<file path="config.mk">
export PLATFORM = sky130hd
export DESIGN_NAME = cmul_seq_8_flat
export DESIGN_NICKNAME = d
export VERILOG_FILES = /design/src/rtl/fft8_pkg.sv /design/src/rtl/cmul_seq_8_if.sv /design/src/rtl/cmul_sat_8.sv /design/src/rtl/cmul_seq_8.sv /design/src/flat_wrapper.sv
export SDC_FILE = /design/constraint.sdc
export NUM_CORES = 1
export LEC_CHECK = 0
export BUFFER_PORTS_ARGS = -buffer_cell sky130_fd_sc_hd__buf_2
export CELL_PAD_IN_SITES_DETAIL_PLACEMENT = 1
export CELL_PAD_IN_SITES_GLOBAL_PLACEMENT = 2
export CORE_MARGIN = 3
export CORE_UTILIZATION = 33
export CTS_BUF_LIST = sky130_fd_sc_hd__clkbuf_8
export CTS_CLUSTER_DIAMETER = 80
export DETAILED_ROUTE_END_ITERATION = 8
export PLACE_DENSITY = 0.78
export SKIP_CTS_REPAIR_TIMING = 1
export SYNTH_ARGS = -nofsm -noshare
export SYNTH_HDL_FRONTEND = slang
export SYNTH_SLANG_ARGS = --single-unit
</file>
<file path="constraint.sdc">
create_clock -name clk -period 3.3 [get_ports clk]
set_clock_uncertainty 0.1 [all_clocks]
set_input_delay 0.165 -clock clk [delete_from_list [all_inputs] [get_ports clk]]
set_output_delay 0.165 -clock clk [all_outputs]
set_load 0.005 [all_outputs]
</file>
<file path="src/rtl/fft8_pkg.sv">
// Shared constants for the 8-point FFT datapath: operand/output widths and the
// state encoding of the complex twiddle multiplier sequencer.
package fft8_pkg;

    localparam int IN_W   = 12;
    localparam int FRAC_W = 10;
    localparam int OUT_W  = 12;
    // One guard bit above a full product: two -2^(IN_W-1) squares can sum without wrapping.
    localparam int ACC_W  = 2 * IN_W + 1;

    typedef logic [2:0] state_t;

    localparam state_t IDLE   = 3'd0;
    localparam state_t MUL_RR = 3'd1;
    localparam state_t MUL_II = 3'd2;
    localparam state_t MUL_RI = 3'd3;
    localparam state_t MUL_IR = 3'd4;
    localparam state_t SCALE  = 3'd5;
    localparam state_t DONE   = 3'd6;

    function automatic state_t mul_next(input state_t s);
        case (s)
            MUL_RR:  return MUL_II;
            MUL_II:  return MUL_RI;
            MUL_RI:  return MUL_IR;
            default: return SCALE;
        endcase
    endfunction

endpackage

</file>
<file path="src/rtl/cmul_seq_8_if.sv">
// Bundle of the sequencer's input handshake, Booth multiplier bus and output handshake.
// slave = the sequencer's view, master = the environment driving it.
interface cmul_seq_8_if;
    import fft8_pkg::*;

    logic                     in_valid;
    logic                     in_ready;
    logic signed [IN_W-1:0]   a_re;
    logic signed [IN_W-1:0]   a_im;
    logic signed [IN_W-1:0]   b_re;
    logic signed [IN_W-1:0]   b_im;
    logic                     mul_en;
    logic signed [IN_W-1:0]   mul_a;
    logic signed [IN_W-1:0]   mul_b;
    logic signed [2*IN_W-1:0] mul_p;
    logic                     mul_rdy;
    logic                     out_valid;
    logic                     out_ready;
    logic signed [OUT_W-1:0]  y_re;
    logic signed [OUT_W-1:0]  y_im;
    logic                     sat_flag;

    modport slave (
        input  in_valid, a_re, a_im, b_re, b_im, mul_p, mul_rdy, out_ready,
        output in_ready, mul_en, mul_a, mul_b, out_valid, y_re, y_im, sat_flag
    );

    modport master (
        output in_valid, a_re, a_im, b_re, b_im, mul_p, mul_rdy, out_ready,
        input  in_ready, mul_en, mul_a, mul_b, out_valid, y_re, y_im, sat_flag
    );

endinterface

</file>
<file path="src/rtl/cmul_sat_8.sv">
// Shift/saturate of one accumulator part down to OUT_W bits.
// CMUL_ROUND_EN selects round-half-up before the shift; otherwise plain truncation toward -inf.
module cmul_sat_8
    import fft8_pkg::*;
(
    input  logic signed [ACC_W-1:0] acc,
    output logic signed [OUT_W-1:0] y,
    output logic                    sat
);

`ifdef CMUL_ROUND_EN
    localparam int SUM_W = ACC_W + 1;
    localparam logic signed [SUM_W-1:0] HALF = SUM_W'(1) <<< (FRAC_W - 1);
    logic signed [SUM_W-1:0] sum;
    assign sum = $signed({acc[ACC_W-1], acc}) + HALF;
`else
    localparam int SUM_W = ACC_W;
    logic signed [SUM_W-1:0] sum;
    assign sum = acc;
`endif

    localparam logic signed [SUM_W-1:0] Y_MAX = SUM_W'((2 ** (OUT_W - 1)) - 1);
    localparam logic signed [SUM_W-1:0] Y_MIN = ~Y_MAX;

    logic signed [SUM_W-1:0] r;
    assign r = sum >>> FRAC_W;

    always_comb begin
        y   = r[OUT_W-1:0];
        sat = 1'b0;
        if (r > Y_MAX) begin
            y   = Y_MAX[OUT_W-1:0];
            sat = 1'b1;
        end else if (r < Y_MIN) begin
            y   = Y_MIN[OUT_W-1:0];
            sat = 1'b1;
        end
    end

endmodule

</file>
<file path="src/rtl/cmul_seq_8.sv">
// Complex twiddle multiplier sequencer: four passes through a shared Booth multiplier
// (rr, ii, ri, ir), then scale/saturate and hand off. Rounding via CMUL_ROUND_EN.
module cmul_seq_8
    import fft8_pkg::*;
(
    input  logic         clk,
    input  logic         rst_n,
    cmul_seq_8_if.slave  bus
);

    state_t                   state_q, state_d;
    logic                     issue_q, issue_d;
    logic signed [IN_W-1:0]   ar_q, ar_d, ai_q, ai_d, br_q, br_d, bi_q, bi_d;
    logic signed [ACC_W-1:0]  acc_re_q, acc_re_d, acc_im_q, acc_im_d;
    logic signed [OUT_W-1:0]  y_re_q, y_re_d, y_im_q, y_im_d;
    logic                     sat_q, sat_d;

    logic signed [ACC_W-1:0]  p_ext;
    logic signed [OUT_W-1:0]  sat_y_re, sat_y_im;
    logic                     sat_re, sat_im;

    assign p_ext = {bus.mul_p[2*IN_W-1], bus.mul_p};

    cmul_sat_8 u_sat_re (.acc(acc_re_q), .y(sat_y_re), .sat(sat_re));
    cmul_sat_8 u_sat_im (.acc(acc_im_q), .y(sat_y_im), .sat(sat_im));

    always_ff @(posedge clk or negedge rst_n) begin
        if (!rst_n) begin
            state_q  <= IDLE;
            issue_q  <= 1'b0;
            ar_q     <= '0;
            ai_q     <= '0;
            br_q     <= '0;
            bi_q     <= '0;
            acc_re_q <= '0;
            acc_im_q <= '0;
            y_re_q   <= '0;
            y_im_q   <= '0;
            sat_q    <= 1'b0;
        end else begin
            state_q  <= state_d;
            issue_q  <= issue_d;
            ar_q     <= ar_d;
            ai_q     <= ai_d;
            br_q     <= br_d;
            bi_q     <= bi_d;
            acc_re_q <= acc_re_d;
            acc_im_q <= acc_im_d;
            y_re_q   <= y_re_d;
            y_im_q   <= y_im_d;
            sat_q    <= sat_d;
        end
    end

    always_comb begin
        state_d  = state_q;
        issue_d  = issue_q;
        ar_d     = ar_q;
        ai_d     = ai_q;
        br_d     = br_q;
        bi_d     = bi_q;
        acc_re_d = acc_re_q;
        acc_im_d = acc_im_q;
        y_re_d   = y_re_q;
        y_im_d   = y_im_q;
        sat_d    = sat_q;
        case (state_q)
            IDLE: begin
                if (bus.in_valid) begin
                    ar_d     = bus.a_re;
                    ai_d     = bus.a_im;
                    br_d     = bus.b_re;
                    bi_d     = bus.b_im;
                    acc_re_d = '0;
                    acc_im_d = '0;
                    state_d  = MUL_RR;
                    issue_d  = 1'b1;
                end
            end
            MUL_RR, MUL_II, MUL_RI, MUL_IR: begin
                // A ready strobe seen in the issue cycle belongs to the previous product.
                if (issue_q) begin
                    issue_d = 1'b0;
                end else if (bus.mul_rdy) begin
                    case (state_q)
                        MUL_RR:  acc_re_d = acc_re_q + p_ext;
                        MUL_II:  acc_re_d = acc_re_q - p_ext;
                        default: acc_im_d = acc_im_q + p_ext;
                    endcase
                    state_d = mul_next(state_q);
                    issue_d = (state_q != MUL_IR);
                end
            end
            SCALE: begin
                y_re_d  = sat_y_re;
                y_im_d  = sat_y_im;
                sat_d   = sat_re | sat_im;
                state_d = DONE;
            end
            DONE: begin
                if (bus.out_ready) state_d = IDLE;
            end
            default: state_d = IDLE;
        endcase
    end

    always_comb begin
        bus.in_ready  = (state_q == IDLE);
        bus.out_valid = (state_q == DONE);
        bus.mul_en    = 1'b0;
        bus.mul_a     = '0;
        bus.mul_b     = '0;
        bus.y_re      = y_re_q;
        bus.y_im      = y_im_q;
        bus.sat_flag  = sat_q;
        case (state_q)
            MUL_RR: begin bus.mul_en = issue_q; bus.mul_a = ar_q; bus.mul_b = br_q; end
            MUL_II: begin bus.mul_en = issue_q; bus.mul_a = ai_q; bus.mul_b = bi_q; end
            MUL_RI: begin bus.mul_en = issue_q; bus.mul_a = ar_q; bus.mul_b = bi_q; end
            MUL_IR: begin bus.mul_en = issue_q; bus.mul_a = ai_q; bus.mul_b = br_q; end
            default: ;
        endcase
    end

endmodule
</file>
<file path="src/flat_wrapper.sv">
// flat-port wrapper written by rule: the top's interface ports become plain ports
module cmul_seq_8_flat import fft8_pkg::*;
  (clk, rst_n, bus_in_valid, bus_a_re, bus_a_im, bus_b_re, bus_b_im, bus_mul_p, bus_mul_rdy, bus_out_ready, bus_in_ready, bus_mul_en, bus_mul_a, bus_mul_b, bus_out_valid, bus_y_re, bus_y_im, bus_sat_flag);
  cmul_seq_8_if bus_i ();
  input  logic clk;
  input  logic rst_n;
  input wire logic [$bits(bus_i.in_valid)-1:0] bus_in_valid;
  input wire logic [$bits(bus_i.a_re)-1:0] bus_a_re;
  input wire logic [$bits(bus_i.a_im)-1:0] bus_a_im;
  input wire logic [$bits(bus_i.b_re)-1:0] bus_b_re;
  input wire logic [$bits(bus_i.b_im)-1:0] bus_b_im;
  input wire logic [$bits(bus_i.mul_p)-1:0] bus_mul_p;
  input wire logic [$bits(bus_i.mul_rdy)-1:0] bus_mul_rdy;
  input wire logic [$bits(bus_i.out_ready)-1:0] bus_out_ready;
  output wire logic [$bits(bus_i.in_ready)-1:0] bus_in_ready;
  output wire logic [$bits(bus_i.mul_en)-1:0] bus_mul_en;
  output wire logic [$bits(bus_i.mul_a)-1:0] bus_mul_a;
  output wire logic [$bits(bus_i.mul_b)-1:0] bus_mul_b;
  output wire logic [$bits(bus_i.out_valid)-1:0] bus_out_valid;
  output wire logic [$bits(bus_i.y_re)-1:0] bus_y_re;
  output wire logic [$bits(bus_i.y_im)-1:0] bus_y_im;
  output wire logic [$bits(bus_i.sat_flag)-1:0] bus_sat_flag;
  assign bus_i.in_valid = bus_in_valid;
  assign bus_i.a_re = bus_a_re;
  assign bus_i.a_im = bus_a_im;
  assign bus_i.b_re = bus_b_re;
  assign bus_i.b_im = bus_b_im;
  assign bus_i.mul_p = bus_mul_p;
  assign bus_i.mul_rdy = bus_mul_rdy;
  assign bus_i.out_ready = bus_out_ready;
  assign bus_in_ready = bus_i.in_ready;
  assign bus_mul_en = bus_i.mul_en;
  assign bus_mul_a = bus_i.mul_a;
  assign bus_mul_b = bus_i.mul_b;
  assign bus_out_valid = bus_i.out_valid;
  assign bus_y_re = bus_i.y_re;
  assign bus_y_im = bus_i.y_im;
  assign bus_sat_flag = bus_i.sat_flag;
  cmul_seq_8 u_core (.clk(clk), .rst_n(rst_n), .bus(bus_i));
endmodule
</file>
==> impl_metrics.ini <==
[run_status]
status = finished, final reports clean

[finish]
ff_latch_area_um2 = 3178
nets = 1297
fillerInstances = 2865
fraction_of_layout_instances_using_a_drive_strength_above_1_pct = 31.73
layout.cells.most_common = sky130_fd_sc_hd__nand2_1
antenna_cells_inserted = 0
synthToLayoutAreaGrowth_pct = 36.33
final-instance-count-excl-fill = 1506
top_library_cells_by_usage_in_the_layout_fill_and_taps_aside = sky130_fd_sc_hd__nand2_1, sky130_fd_sc_hd__buf_2, sky130_fd_sc_hd__dfrtp_1
multi_input_comb_area_um2 = 5139

[flow_run]
max-cap-violations = 0

[power_and_ir_drop]
power_per_cell_area_nw_per_um2 = 989.0
power_leakage_uw = 0.005332
max-vdd-ir-drop_mv = 0.5558
total_power_uw = 11100

[grt]
groute.usage.overall_pct = 19.14
grt_pass1_wl_um = 40850
grt_start_max_net_pins = 75
number_of_global_route_vias_before_repair = 7714
globalRoute.totalOverflow = 0
antenna_found_initial = 1

[setup_path]
arrival_ns = 3.49
worst_path_dominant_cell_family = compound AO/OA/AOI/OAI gates
timing.critical_path.fanout_max = 5
path_cells = clkinv_2, or3_4, o31ai_1, xor2_1, ha_2, nand3_2, a21o_1, a31oi_4, or2_4, a21oi_4, nor3_1, o31a_1, a22o_1
worst_setup_path_end_kind = flip-flop
worst-setup-path-type = reg -> reg
timing.critical_path.slowest_cell_delay_ns = 0.46
slowest_stage = sky130_fd_sc_hd__or3_4
critPathLaunchType = flip-flop
critPathBufInv = 1
worst-endpoint-required_ns = 3.54

[clock_tree]
cts_inserted_buffers = 17
clkTransAtPathRegs_ns = 0.09
cts.sink_count = 127
skew_pair_late_insertion_delay_ns = 0.45
ctsHtreeMaxLevel = 4
ctsRootBufferMaster = sky130_fd_sc_hd__clkbuf_8
cts-root-to-sink-buffers = 2
cts_tree = built

[place]
post-place-cells = 1413
dp_hpwl_um = 19700
globalplace.congestion = 0.8913
io_buffers = 128

[floorplanning]
core_region_area_um2 = 24390
pin_count = 129
initial_core_util_pct = 33.75
fp.dieArea_um2 = 26870
die_w_um = 163.9
fp.dieH_um = 163.9
row_count = 57

[routing]
wire_per_inst_um = 18.03
detail_route.drc_violations = 0
drt-initial-drc-count = 392
detail_route.first_pass.iterations = 4
routed_wl_um = 27160
via_count = 7820
route.antenna.remaining_nets = 0
vias_cell = 5.193

[timing]
finalCritPeriodShare_pct = 98.45
fin_crit_ns = 3.249
tns_ns = 0
setup_viol_count_final = 0
worst-slew-pin-transition_ns = 0.9479
grt_setup_unrepaired = yes
hold-worst-slack_ns = 0.06570
finalMaxSlewViolations = 0
finalHoldViolCount = 0
maxSlewHeadroom_pct = 36.80
maxClockFrequency_mhz = 307.8

[yosys]
postSynthRegisterBits = 127
yosys.area_share.adder_pct = 7.934
yosysWarnings = 0
synth.area.top_cells = sky130_fd_sc_hd__dfrtp_1, sky130_fd_sc_hd__ha_1, sky130_fd_sc_hd__o21ai_0
compound_gate_fraction_of_synth_area_pct = 22.42
synth_area_leader_cell = sky130_fd_sc_hd__dfrtp_1
main_combinational_cell_family_by_area_after_synthesis = compound AO/OA/AOI/OAI gates
synthesis.nets = 1040
synth_top_area_share_pct = 38.61
synth_enable_flop_cells = 0
synth.distinct_cells = 61
netlist_instances = 912
synth-simple-area-share_pct = 14.08
synth_sequential_area_ratio_pct = 38.61
synth.area.mux_share_pct = 7.083
synth_async_sr_flop_share_pct = 100.0
syn_area_per_cell_um2 = 9.026
post_synth_instance_area_um2 = 8232
ys.flop_type = sky130_fd_sc_hd__dfrtp_1
yosys.area_share.xor_xnor_pct = 6.703

[hold_path]
hold_path.class = in -> reg
## cells in the mapped netlist, types with 4 or more instances
cell type,instances
sky130_fd_sc_hd__or2_2,5
sky130_fd_sc_hd__nor2b_1,6
sky130_fd_sc_hd__nor2_1,46
sky130_fd_sc_hd__nand4_1,6
sky130_fd_sc_hd__buf_1,5
sky130_fd_sc_hd__a22oi_1,13
sky130_fd_sc_hd__o21a_1,4
sky130_fd_sc_hd__dfrtp_1,127
sky130_fd_sc_hd__o21ai_0,116
sky130_fd_sc_hd__a211oi_1,4
sky130_fd_sc_hd__xor2_1,34
sky130_fd_sc_hd__nand2b_1,8
sky130_fd_sc_hd__nor3_1,16
sky130_fd_sc_hd__or3_1,6
sky130_fd_sc_hd__inv_1,23
sky130_fd_sc_hd__o21bai_1,9
sky130_fd_sc_hd__ha_1,49
sky130_fd_sc_hd__a31oi_1,13
sky130_fd_sc_hd__clkbuf_1,38
sky130_fd_sc_hd__o31ai_1,7
sky130_fd_sc_hd__a21oi_1,50
sky130_fd_sc_hd__a21o_1,28
sky130_fd_sc_hd__nand2_1,128
sky130_fd_sc_hd__mux2_2,50
sky130_fd_sc_hd__xnor2_1,29
sky130_fd_sc_hd__and2_1,7
sky130_fd_sc_hd__nand3_1,19
sky130_fd_sc_hd__a22o_1,17
## per-layer routing
layer	track usage (%)	up-vias	wire length, um
met3	3.405	37	1034
met2	32.64	160	13380
li1	-	3792	-
met5	0	-	8
met4	5.113	2	483
met1	25.04	3829	12250
## area by class of cell
class                      instances  share of cell area (%)
sequential                       127                   28.32
tap                              324                   3.612
clock buffer                      17                   2.085
timing repair buffer             283                   17.72
multi-input combinational        716                   45.79
inverter                          24                  0.8139
clock inverter                    15                   1.661
## path summary, 6_finish.rpt
kind / from / to / slack [ns] / cells after the start
max: u_core.state_q[1] / u_core.acc_re_q[20] / 0.05 / 13
min: bus_mul_p[0] / u_core.acc_re_q[0] / 0.07 / 4
max reg2reg: u_core.state_q[1] / u_core.acc_re_q[20] / 0.05 / 13
min reg2reg: u_core.bus.y_im[5] / u_core.bus.y_im[5] / 0.37 / 2
max in group asynchronous: rst_n / u_core.bus.y_im[0] / 2.10 / 3
min in group asynchronous: rst_n / u_core.ar_q[4] / 0.21 / 2
## worst register-to-register path, stage by stage, from the launching register on
cell	delay, ns
sky130_fd_sc_hd__dfrtp_1	0.38
sky130_fd_sc_hd__clkinv_2	0.07
sky130_fd_sc_hd__or3_4	0.46
sky130_fd_sc_hd__o31ai_1	0.13
sky130_fd_sc_hd__xor2_1	0.27
sky130_fd_sc_hd__ha_2	0.36
sky130_fd_sc_hd__nand3_2	0.09
sky130_fd_sc_hd__a21o_1	0.16
sky130_fd_sc_hd__a31oi_4	0.12
sky130_fd_sc_hd__or2_4	0.30
sky130_fd_sc_hd__a21oi_4	0.19
sky130_fd_sc_hd__nor3_1	0.07
sky130_fd_sc_hd__o31a_1	0.25
sky130_fd_sc_hd__a22o_1	0.19
## per-stage QoR
stage	setup slack [ns]	utilization, %	instance area, um2
finish	0.05105	46.01	11220
global route	-0.1601	46.01	11220
CTS	-0.3678	42.23	10300
detailed placement	-0.3251	40.50	9879
global placement	-0.2062	40.50	9879
floorplan	0.006267	-	8302
## flip-flops by register name, summed over array words and instances, names as in the netlist
name / cells
u_core.acc_re_q: 25
u_core.ar_q: 12
u_core.ai_q: 12
u_core.acc_im_q: 25
u_core.bus.sat_flag: 1
u_core.bus.y_re: 12
u_core.issue_q: 1
u_core.br_q: 12
u_core.bi_q: 12
u_core.bus.y_im: 12
u_core.state_q: 3
## cell families (layout without fill, tap and decap cells)
| kind of cell | count (synthesis) | after routing |
|---|---|---|
| buffers and inverters | 69 | 339 |
| AO/OA/AOI/OAI | 292 | 292 |
| adder cells (fa/ha/maj) | 51 | 51 |
| multiplexers | 52 | 52 |
| XOR/XNOR | 63 | 63 |
| flip-flops | 127 | 127 |
| AND/OR/NAND/NOR | 258 | 258 |
## where the power goes
part	total, uW	internal [uW]	switching [uW]
logic	6900	3320	3580
clock network	1500	762	738
registers	2700	2230	474
total	11100	6310	4790
Power figures use the tool's default switching activity.
